File: src/rtl/decode_stage_pkg.sv
// Shared constants for the MIPS decode stage: opcode/funct values, ALU op codes, FSM states.
package decode_stage_pkg;

   localparam logic [5:0] OpRtype = 6'h00;
   localparam logic [5:0] OpJ     = 6'h02;
   localparam logic [5:0] OpBeq   = 6'h04;
   localparam logic [5:0] OpAddi  = 6'h08;
   localparam logic [5:0] OpSlti  = 6'h0A;
   localparam logic [5:0] OpAndi  = 6'h0C;
   localparam logic [5:0] OpOri   = 6'h0D;
   localparam logic [5:0] OpLw    = 6'h23;
   localparam logic [5:0] OpSw    = 6'h2B;

   localparam logic [5:0] FnSll = 6'h00;
   localparam logic [5:0] FnAdd = 6'h20;
   localparam logic [5:0] FnSub = 6'h22;
   localparam logic [5:0] FnAnd = 6'h24;
   localparam logic [5:0] FnOr  = 6'h25;
   localparam logic [5:0] FnSlt = 6'h2A;

   typedef enum logic [3:0] {
      AluAdd = 4'd0,
      AluSub = 4'd1,
      AluAnd = 4'd2,
      AluOr  = 4'd3,
      AluSlt = 4'd4,
      AluSll = 4'd5
   } alu_op_e;

   typedef enum logic [1:0] {
      StIdle = 2'd0,
      StRead = 2'd1,
      StOut  = 2'd2
   } state_e;

   function automatic logic [31:0] sext16(input logic [15:0] v);
      return {{16{v[15]}}, v};
   endfunction

endpackage

File: src/rtl/decode_stage_ctrl.sv
// Combinational instruction decoder: instruction word -> control bits, immediate, destination.
module decode_ctrl
   import decode_stage_pkg::*;
(
   input  logic [31:0] instr_i,
   input  logic [31:2] pc_i,
   output logic [31:0] imm_o,
   output logic [4:0]  dst_o,
   output logic [3:0]  alu_op_o,
   output logic        reg_write_o,
   output logic        mem_read_o,
   output logic        mem_write_o,
   output logic        branch_o,
   output logic        jump_o,
   output logic        illegal_o
);

   logic [5:0] opcode;
   logic [5:0] funct;
   logic [4:0] rt;
   logic [4:0] rd;
   logic [3:0] pc4_hi;
   alu_op_e    alu_op;

   assign opcode = instr_i[31:26];
   assign funct  = instr_i[5:0];
   assign rt     = instr_i[20:16];
   assign rd     = instr_i[15:11];
   // Upper nibble of pc+4: carries into bit 28 only when pc[27:2] is all ones.
   assign pc4_hi = pc_i[31:28] + {3'b000, &pc_i[27:2]};

   always_comb begin
      imm_o       = sext16(instr_i[15:0]);
      dst_o       = 5'd0;
      alu_op      = AluAdd;
      mem_read_o  = 1'b0;
      mem_write_o = 1'b0;
      branch_o    = 1'b0;
      jump_o      = 1'b0;
      illegal_o   = 1'b0;
      case (opcode)
         OpRtype: begin
            dst_o = rd;
            case (funct)
               FnAdd:   alu_op = AluAdd;
               FnSub:   alu_op = AluSub;
               FnAnd:   alu_op = AluAnd;
               FnOr:    alu_op = AluOr;
               FnSlt:   alu_op = AluSlt;
               FnSll:   alu_op = AluSll;
               default: begin
                  illegal_o = 1'b1;
                  dst_o     = 5'd0;
               end
            endcase
         end
         OpAddi: dst_o = rt;
         OpAndi: begin
            dst_o  = rt;
            alu_op = AluAnd;
            imm_o  = {16'h0000, instr_i[15:0]};
         end
         OpOri: begin
            dst_o  = rt;
            alu_op = AluOr;
            imm_o  = {16'h0000, instr_i[15:0]};
         end
         OpSlti: begin
            dst_o  = rt;
            alu_op = AluSlt;
         end
         OpLw: begin
            dst_o      = rt;
            mem_read_o = 1'b1;
         end
         OpSw:  mem_write_o = 1'b1;
         OpBeq: begin
            branch_o = 1'b1;
            alu_op   = AluSub;
         end
         OpJ: begin
            jump_o = 1'b1;
            imm_o  = {pc4_hi, instr_i[25:0], 2'b00};
         end
         default: illegal_o = 1'b1;
      endcase
      reg_write_o = (dst_o != 5'd0);
   end

   assign alu_op_o = alu_op;

endmodule

File: src/rtl/decode_stage.sv
// MIPS decode stage: latches one instruction, reads the register file, bypasses writeback,
// and presents a decoded bundle under a valid/ready handshake.
module decode_stage
   import decode_stage_pkg::*;
(
   input  logic        clk,
   input  logic        rst,
   input  logic        in_valid,
   input  logic [31:0] in_instr,
   input  logic [31:0] in_pc,
   output logic        in_ready,
   input  logic        flush,
   output logic [4:0]  rf_read1,
   output logic [4:0]  rf_read2,
   input  logic [31:0] rf_data1,
   input  logic [31:0] rf_data2,
   input  logic        wb_en,
   input  logic [4:0]  wb_reg,
   input  logic [31:0] wb_data,
   output logic        out_valid,
   input  logic        out_ready,
   output logic [31:0] out_pc,
   output logic [31:0] out_rs_val,
   output logic [31:0] out_rt_val,
   output logic [31:0] out_imm,
   output logic [4:0]  out_dst,
   output logic [3:0]  out_alu_op,
   output logic        out_reg_write,
   output logic        out_mem_read,
   output logic        out_mem_write,
   output logic        out_branch,
   output logic        out_jump,
   output logic        out_illegal
);

   state_e      state_q, state_d;
   logic [31:0] instr_q, instr_d;
   logic [31:0] pc_q, pc_d;
   logic        rs_ovr_en_q, rs_ovr_en_d;
   logic        rt_ovr_en_q, rt_ovr_en_d;
   logic [31:0] rs_ovr_q, rs_ovr_d;
   logic [31:0] rt_ovr_q, rt_ovr_d;

   logic [4:0]  rs;
   logic [4:0]  rt;
   logic        in_xfer;
   logic        out_xfer;

   logic [31:0] dec_imm;
   logic [4:0]  dec_dst;
   logic [3:0]  dec_alu_op;
   logic        dec_reg_write, dec_mem_read, dec_mem_write;
   logic        dec_branch, dec_jump, dec_illegal;

   assign rs       = instr_q[25:21];
   assign rt       = instr_q[20:16];
   assign rf_read1 = rs;
   assign rf_read2 = rt;

   decode_ctrl u_decode_ctrl (
      .instr_i     (instr_q),
      .pc_i        (pc_q[31:2]),
      .imm_o       (dec_imm),
      .dst_o       (dec_dst),
      .alu_op_o    (dec_alu_op),
      .reg_write_o (dec_reg_write),
      .mem_read_o  (dec_mem_read),
      .mem_write_o (dec_mem_write),
      .branch_o    (dec_branch),
      .jump_o      (dec_jump),
      .illegal_o   (dec_illegal)
   );

   always_comb begin
      in_ready  = 1'b0;
      out_valid = 1'b0;
      case (state_q)
         StIdle:  in_ready = 1'b1;
         StOut: begin
            out_valid = 1'b1;
            in_ready  = out_ready;
         end
         default: ;
      endcase
      // A flushed or reset instruction must never be handed on, and nothing new is taken.
      if (rst || flush) begin
         in_ready  = 1'b0;
         out_valid = 1'b0;
      end
      in_xfer  = in_valid && in_ready;
      out_xfer = out_valid && out_ready;
   end

   always_comb begin
      state_d     = state_q;
      instr_d     = instr_q;
      pc_d        = pc_q;
      rs_ovr_en_d = rs_ovr_en_q;
      rt_ovr_en_d = rt_ovr_en_q;
      rs_ovr_d    = rs_ovr_q;
      rt_ovr_d    = rt_ovr_q;

      case (state_q)
         StIdle:  if (in_xfer) state_d = StRead;
         StRead:  state_d = StOut;
         StOut:   if (out_xfer) state_d = in_xfer ? StRead : StIdle;
         default: state_d = StIdle;
      endcase

      if (in_xfer) begin
         instr_d     = in_instr;
         pc_d        = in_pc;
         rs_ovr_en_d = 1'b0;
         rt_ovr_en_d = 1'b0;
         rs_ovr_d    = 32'd0;
         rt_ovr_d    = 32'd0;
      end else if (state_q != StIdle && wb_en && wb_reg != 5'd0) begin
         // Writes landing after the RF address was issued are not seen by rf_data.
         if (wb_reg == rs) begin
            rs_ovr_en_d = 1'b1;
            rs_ovr_d    = wb_data;
         end
         if (wb_reg == rt) begin
            rt_ovr_en_d = 1'b1;
            rt_ovr_d    = wb_data;
         end
      end

      if (flush) state_d = StIdle;
   end

   always_ff @(posedge clk) begin
      if (rst) begin
         state_q     <= StIdle;
         instr_q     <= 32'd0;
         pc_q        <= 32'd0;
         rs_ovr_en_q <= 1'b0;
         rt_ovr_en_q <= 1'b0;
         rs_ovr_q    <= 32'd0;
         rt_ovr_q    <= 32'd0;
      end else begin
         state_q     <= state_d;
         instr_q     <= instr_d;
         pc_q        <= pc_d;
         rs_ovr_en_q <= rs_ovr_en_d;
         rt_ovr_en_q <= rt_ovr_en_d;
         rs_ovr_q    <= rs_ovr_d;
         rt_ovr_q    <= rt_ovr_d;
      end
   end

   always_comb begin
      out_pc        = 32'd0;
      out_rs_val    = 32'd0;
      out_rt_val    = 32'd0;
      out_imm       = 32'd0;
      out_dst       = 5'd0;
      out_alu_op    = 4'd0;
      out_reg_write = 1'b0;
      out_mem_read  = 1'b0;
      out_mem_write = 1'b0;
      out_branch    = 1'b0;
      out_jump      = 1'b0;
      out_illegal   = 1'b0;
      if (out_valid) begin
         out_pc        = pc_q;
         out_rs_val    = (rs == 5'd0) ? 32'd0 : (rs_ovr_en_q ? rs_ovr_q : rf_data1);
         out_rt_val    = (rt == 5'd0) ? 32'd0 : (rt_ovr_en_q ? rt_ovr_q : rf_data2);
         out_imm       = dec_imm;
         out_dst       = dec_dst;
         out_alu_op    = dec_alu_op;
         out_reg_write = dec_reg_write;
         out_mem_read  = dec_mem_read;
         out_mem_write = dec_mem_write;
         out_branch    = dec_branch;
         out_jump      = dec_jump;
         out_illegal   = dec_illegal;
      end
   end

endmodule

File: config.mk
export PLATFORM = sky130hd
export DESIGN_NAME = decode_stage
export DESIGN_NICKNAME = d
export VERILOG_FILES = /design/src/rtl/decode_stage_pkg.sv /design/src/rtl/decode_stage_ctrl.sv /design/src/rtl/decode_stage.sv
export SDC_FILE = /design/constraint.sdc
export NUM_CORES = 1
export LEC_CHECK = 0
export CELL_PAD_IN_SITES_DETAIL_PLACEMENT = 2
export CELL_PAD_IN_SITES_GLOBAL_PLACEMENT = 2
export CORE_UTILIZATION = 20
export CTS_CLUSTER_DIAMETER = 80
export CTS_CLUSTER_SIZE = 25
export DETAILED_ROUTE_END_ITERATION = 8
export PLACE_DENSITY = 0.75
export SETUP_SLACK_MARGIN = 0.15
export SLEW_MARGIN = 20
export SYNTH_ARGS = -nofsm -noshare
export SYNTH_HDL_FRONTEND = slang
export SYNTH_SLANG_ARGS = --single-unit
File: constraint.sdc
create_clock -name clk -period 2.2 [get_ports clk]
set_input_delay 0.44 -clock clk [delete_from_list [all_inputs] [get_ports clk]]
set_output_delay 0.44 -clock clk [all_outputs]
set_load 0.03 [all_outputs]
==> out/summary.txt, run 1 <==
status: finished with violations
failing checks: negative setup slack
CP Launch Type: flip-flop
synthesized flop and latch total: 132
Die Footprint: 0.03535 sq mm
leakage dissipation: 5.483 nW
DRT Pass-1 Iters: 4
Clock Pin Slew Worst Setup and Hold Paths: 0.06 ns
Layout Cells excl Fill: 1,746
number of global-route vias before repair: 9,209
hold buffers post-CTS: 0
Residual DRC: 0
final instance area: 0.01466 sq mm
Die Ht: 188.0 um
Distinct cells, synth: 42
Core Box Area: 0.03378 sq mm
Synth area leaders: dfxtp_1 (38%), mux2i_1 (19%), nand2_1 (8.9%)
largest net degree at the start of global routing: 67
nets: 1,457
post-layout min period: 2.913 ns
synthesized area: 0.006920 sq mm
Top Family by Delay on Critical Path: simple AND/OR/NAND/NOR gates
Starting Density: 20.48%
CP max stage delay: 0.56 ns
Post-synth EDFFs: 0
clock share of power: 46.2%
power share of the combinational group: 16.0%
HPWL Detailed: 24.23 mm
initial DRC count: 229
Min-Delay Path Class: input port to flip-flop
H-Tree Depth: 4
Max Cap Viol: 0
CP max stage cell: or4_4
Sw Share: 27.17%
synth warn: 0
worst clock skew: 0.01732 ns
Synth top area share: 38.18%
CP Capture Type: output pin
RSZ-0062 raised after global routing: true
vias per cell: 4.662
Flop pwr share: 37.9%
IO buf count: 324
Cell Pwr Density: 447.1 mW/mm^2
CP Cell Sequence: nand4_1, or4_4, nor4_4, ha_2, ha_1, o21a_4, buf_4
kind of critical path: flip-flop to output pin
Mapped Nets: 1,043
top cell type by total area after synthesis: dfxtp_1
first-pass GRT wire length: 57.43 mm
NetSw: 0.001781 W
crit path buf inv count: 1
sequential element share of the synthesized area: 38.18%
total wire length: 41.33 mm
Critical Path RT: 1.76 ns
fill count: 3,457
CTS root buffer: clkbuf_16
Synth Instances: 870
Congestion Overflow GR: 0
Hold WS: 0.2745 ns
Pins Over Slew Limit: 0
design internal power: 0.004775 W
Area after DPL: 0.01147 sq mm
share of cells above drive strength 1: 42.98%
Max VDD drop: 0.4584 mV
Final setup viols: 106
ys flop type: dfxtp_1
Async SR Flop Fraction: 0%
CTS tree: yes
Placed Instances: 1,642
antenna violation net count after detailed routing: 0
Worst Tran Pin Value: 0.8097 ns
fin crit share: 132.4%
WL/cell: 23.67 um
Max Clk Rate: 343.3 MHz
I/O pin total: 326
Final Hold Viols: 0
Final WS setup: -0.7128 ns
RePlAce Congestion: 0.8173
synthesized area per cell: 7.954 sq um
Sink Count: 132
initial antenna violation count: 2
CTS buffer count: 17
final setup TNS: -25.96 ns
Die W: 188.0 um
Tot GR Track Use: 21.45%
Worst slew margin: 46.02%
clk_lat worst skew: 0.42 ns
Worst Path Max Fanout: 3
vias post-DR: 8,140
Max clock buf depth: 2
area grow syn2layout: 111.9%
Rows: 67
Data arrival, critical path: 2.47 ns
==> flip-flops by register name, indices dropped and copies added, names as in the netlist <==
| name | count |
|---|---|
| instr_q | 32 |
| rs_ovr_en_q | 1 |
| state_q | 2 |
| rs_ovr_q | 32 |
| rt_ovr_q | 32 |
| rt_ovr_en_q | 1 |
| pc_q | 32 |
==> path summary, 6_finish.rpt <==
| path | startpoint | endpoint | slack, ns | cells after the start |
|---|---|---|---|---|
| max | pc_q[9]$_SDFFE_PP0P_ | out_imm[29] | -0.71 | 7 |
| min | flush | state_q[1]$_SDFFE_PP0P_ | 0.27 | 2 |
| max reg2reg | instr_q[16]$_SDFFE_PP0P_ | rt_ovr_q[4]$_SDFFE_PP0P_ | 0.16 | 8 |
| min reg2reg | pc_q[1]$_SDFFE_PP0P_ | pc_q[1]$_SDFFE_PP0P_ | 0.46 | 2 |
==> synthesized netlist by cell type, types with 5 or more instances <==
library cell    n
o21ai_0         6
clkbuf_1       38
xor2_1          5
nand4_1         6
nand2_1       164
dfxtp_1       132
buf_6           6
a22oi_1         6
and3_1         35
mux2i_1       129
buf_4          17
a21oi_1        89
nor3_1          5
o21a_1         13
buf_2          14
xnor2_1         8
nor2_1        150
==> layout make-up <==
type	count	area [sq um]	area share, %
antenna	2	5.005	0.03413
tap	448	560.5	3.823
inverter	5	26.28	0.1792
sequential	132	2685	18.31
timing repair buffer	471	5524	37.67
clock inverter	14	180.2	1.229
multi-input combinational	657	5258	35.85
clock buffer	17	425.4	2.901
==> placed cells by master, fill, tap and decap left out, types with 4 or more instances in the layout <==
| cell type | count |
|---|---|
| buf_16 | 15 |
| nand2_4 | 15 |
| buf_12 | 37 |
| nor4_4 | 5 |
| a22oi_2 | 6 |
| a21oi_2 | 7 |
| nor2_1 | 72 |
| and3_4 | 30 |
| nand2_2 | 8 |
| nor3_4 | 4 |
| xnor2_1 | 8 |
| clkdlybuf4s50_1 | 166 |
| dfxtp_1 | 110 |
| buf_8 | 10 |
| a21oi_1 | 65 |
| buf_4 | 56 |
| clkinvlp_4 | 4 |
| nor2_4 | 73 |
| xor2_1 | 5 |
| dlygate4sd2_1 | 5 |
| and3_1 | 5 |
| dlymetal6s2s_1 | 7 |
| dfxtp_4 | 6 |
| o21a_4 | 9 |
| mux2i_1 | 126 |
| nor2_2 | 5 |
| nand2_1 | 140 |
| buf_6 | 168 |
| clkbuf_16 | 21 |
| clkinv_4 | 4 |
| or2_4 | 4 |
| a21oi_4 | 17 |
| nand4_1 | 6 |
| dfxtp_2 | 16 |
==> per-stage QoR <==
stage | power (W) | worst slack, ns | util [%]
after floorplan | 0.002834 | -0.05928 | -
after global placement | 0.003318 | -0.4212 | 33.96
after detailed placement | 0.003339 | -0.4503 | 33.96
after CTS | 0.006550 | -0.7662 | 41.78
after global routing | 0.006801 | -0.8010 | 43.41
final | 0.006556 | -0.7128 | 43.41
==> timing repair <==
action / 4_1_cts / 5_1_grt
pin swaps: 96 / 56
buffers inserted: 35 / 17
setup endpoints to repair: 209 / 253
endpoints found under the hold margin: 0 / 0
gates cloned: 12 / 7
resized for setup: 347 / 74
==> cell families (layout without fill, tap and decap cells) <==
group / count (synthesis) / after routing / share of synthesized area, %
AO/OA/AOI/OAI: 121 / 121 / 9.998
flip-flops: 132 / 132 / 38.18
buffers and inverters: 81 / 507 / 6.219
AND/OR/NAND/NOR: 391 / 391 / 24.88
multiplexers: 129 / 129 / 18.66
adder cells (fa/ha/maj): 2 / 2 / 0.3615
XOR/XNOR: 13 / 13 / 1.645
other: 1 / 3 / 0.05419
==> routing by layer <==
metal	vias up	share of wire (%)	track usage [%]
met5	-	0	0
met2	289	53	39.37
met1	4049	39	23.84
li1	3754	-	-
met4	0	2.6	7.348
met3	48	5.0	5.297
==> power groups by stage <==
stage                     sequential, W  clock, W  combinational, W
final                           0.00248   0.00303           0.00105
after global routing            0.00249   0.00321           0.00110
after CTS                       0.00248   0.00310          0.000971
after detailed placement        0.00253         0          0.000810
after global placement          0.00253         0          0.000793
after floorplan                 0.00251         0          0.000321
(Power assumes the default switching activity.)
==> inputs of run 2 (changes only) <==
Settings changed: CORE_UTILIZATION 20 to 30, DONT_BUFFER_PORTS from default to 1, PLACE_DENSITY 0.75 to 0.72.
==> out/summary.txt, run 2 (synthesized netlist as in run 1, its figures left out) <==
worst clock skew: 0.01438 ns (-0.002944 ns)
CTS root buffer: clkbuf_16
diode count: 0 (-2)
Starting Density: 30.57% (+10 points)
clk_lat worst skew: 0.42 ns (about the same)
Die Ht: 153.9 um (-18%)
Die W: 153.9 um (-18%)
RSZ-0062 raised after global routing: true
initial DRC count: 336 (+47%)
Max VDD drop: 0.5183 mV (+13%)
kind of critical path: flip-flop to output pin
CTS buffer count: 17 (unchanged)
largest net degree at the start of global routing: 68 (+1.5%)
CP Launch Type: flip-flop
Residual DRC: 0 (unchanged)
Max Clk Rate: 335.6 MHz (-2.3%)
commonest non-fill, non-tap cell in the layout: mux2i_1
most frequent cells in the layout: mux2i_1 (129), dfxtp_1 (108), buf_6 (104)
register-to-register setup slack: -0.19 ns (-0.35 ns)
Pins Over Slew Limit: 0 (unchanged)
hold buffers post-CTS: 0 (unchanged)
Tot GR Track Use: 27.31% (+5.9 points)
CP Cell Sequence: nand4_1, or4_4, nor4_4, buf_4, ha_4, ha_2, xnor2_1, a21boi_2, buf_6
fill count: 2,138 (-38%)
Data arrival, critical path: 2.54 ns (+0.07 ns)
Sink Count: 132 (unchanged)
Reg2Reg Capture Point: instr_q[30]$_SDFFE_PP0P_
CP max stage delay: 0.57 ns (about the same)
CP Capture Type: output pin
CTS tree: yes
nets: 1,213 (-17%)
leakage dissipation: 4.588 nW (-16%)
Worst R2R Path Depth: 13 (+5)
Power Total: 0.006327 W (-3.5%)
failing checks: negative setup slack
WL/cell: 31.93 um (+35%)
Worst slew margin: 66.79% (+21 points)
dpl ws: -0.3110 ns (+0.1393 ns)
Final WS setup: -0.7799 ns (-0.06708 ns)
initial antenna violation count: 0 (-2)
RR Startpoint: state_q[0]$_SDFFE_PP0P_
area grow syn2layout: 81.99%
Min-Delay Path Class: input port to flip-flop
first-pass GRT wire length: 48.52 mm (-16%)
HPWL Detailed: 19.46 mm (-20%)
RePlAce Congestion: 0.8110 (-0.77%)
share of cells above drive strength 1: 56.98% (+14 points)
Worst Path Max Fanout: 2 (-1)
Max Cap Viol: 0 (unchanged)
total wire length: 42.72 mm (+3.4%)
Max clock buf depth: 2 (unchanged)
Placed Instances: 1,216 (-26%)
status: finished with violations
Final Hold Viols: 0 (unchanged)
Layout Cells excl Fill: 1,338 (-23%)
I/O pin total: 326 (unchanged)
IO buf count: 0 (-100%)
post-layout min period: 2.980 ns (+0.06708 ns)
Rows: 55 (-18%)
worst hold path depth: 1 (-1)
vias post-DR: 7,671 (-5.8%)
Cell Pwr Density: 502.4 mW/mm^2 (+12%)
Final setup viols: 231 (+120%)
Hold WS: 0.08915 ns (-0.1854 ns)
vias per cell: 5.733 (+23%)
Congestion Overflow GR: 0 (unchanged)
Critical Path RT: 1.76 ns (about the same)
antenna violation net count after detailed routing: 0 (unchanged)
H-Tree Depth: 4 (unchanged)
fin crit share: 135.5% (+3.0 points)
WHS Endpoint: pc_q[12]$_SDFFE_PP0P_
DRT Pass-1 Iters: 5 (+1)
Die Footprint: 0.02368 sq mm (-33%)
Worst Tran Pin Value: 0.4843 ns (-0.3254 ns)
Core Box Area: 0.02264 sq mm (-33%)
number of global-route vias before repair: 7,862 (-15%)
Clock Pin Slew Worst Setup and Hold Paths: 0.07 ns (about the same)
final setup TNS: -33.13 ns (-7.167 ns)
CP max stage cell: or4_4
Hold Crit Start: rst
==> run 2: cell count changes in the layout (fill, tap and decap cells not counted), moves of 8 or more <==
cell	change
buf_6	-64
a21oi_2	+38
clkbuf_16	+8
a21oi_1	-34
nand2_2	+13
clkdlybuf4s50_1	-166
nand2_1	-71
nand2_4	+54
==> run 2: cell type report <==
type                    count  area, sq um  share of cell area [%]
clock buffers              18        439.2                   3.487
repair buffers            226         3043                   24.16
well taps                 285        356.6                   2.831
flip-flops and latches    132         2695                   21.40
multi-input cells         657         5842                   46.38
inverters                   5        50.05                  0.3974
repair inverters            1        16.27                  0.1291
clock inverters            14        152.6                   1.212
==> run 2: how the worst max path moves through the flow <==
stage	slack, ns	cells after the start	endpoint	start
floorplan	-0.06	7	out_imm[31]	pc_q[11]$_SDFFE_PP0P_
global placement	-0.25	9	out_imm[31]	pc_q[11]$_SDFFE_PP0P_
detailed placement	-0.31	9	out_imm[31]	pc_q[7]$_SDFFE_PP0P_
CTS	-0.68	9	out_imm[31]	pc_q[8]$_SDFFE_PP0P_
global route	-0.79	9	out_imm[30]	pc_q[8]$_SDFFE_PP0P_
finish	-0.78	9	out_imm[30]	pc_q[8]$_SDFFE_PP0P_
==> run 2: layer usage <==
| layer | vias up | share of wire [%] | GRT usage (%) |
|---|---|---|---|
| met5 | - | 0 | 0 |
| met4 | 0 | 4.9 | 12.71 |
| met3 | 127 | 7.7 | 8.315 |
| met2 | 448 | 52 | 49.72 |
| met1 | 3827 | 36 | 28.66 |
| li1 | 3269 | - | - |
==> run 2: repair_timing <==
item	4_1_cts	5_1_grt
gates cloned	13	19
endpoints found under the setup margin	143	170
resized for setup	264	265
pin swaps	107	113
buffers inserted	34	24
==> run 2: critical path: cells and delay by family, from the launching register on <==
kind | cells | cell delay, ns
xor gates and xnor gates | 1 | 0.10
adders and majority gates | 2 | 0.30
buffers and inverters | 2 | 0.31
AOI/OAI and AO/OA | 1 | 0.18
DFF | 1 | 0.36
and+or+nand+nor | 3 | 0.85
==> run 2: through the flow <==
| step | utilization (%) | instance area [sq um] |
|---|---|---|
| 6_report | 55.63 | 12590 |
| 5_1_grt | 55.63 | 12590 |
| 4_1_cts | 48.46 | 10970 |
| 3_5_place_dp | 38.43 | 8700 |
| 3_3_place_gp | 38.43 | 8700 |
| 2_1_floorplan | - | 7595 |
==> run 2: power by group <==
group	switching, W	total (W)	internal [W]
combinational	0.000509	0.000874	0.000365
clock	0.00125	0.00297	0.00172
sequential	0.0000617	0.00249	0.00242
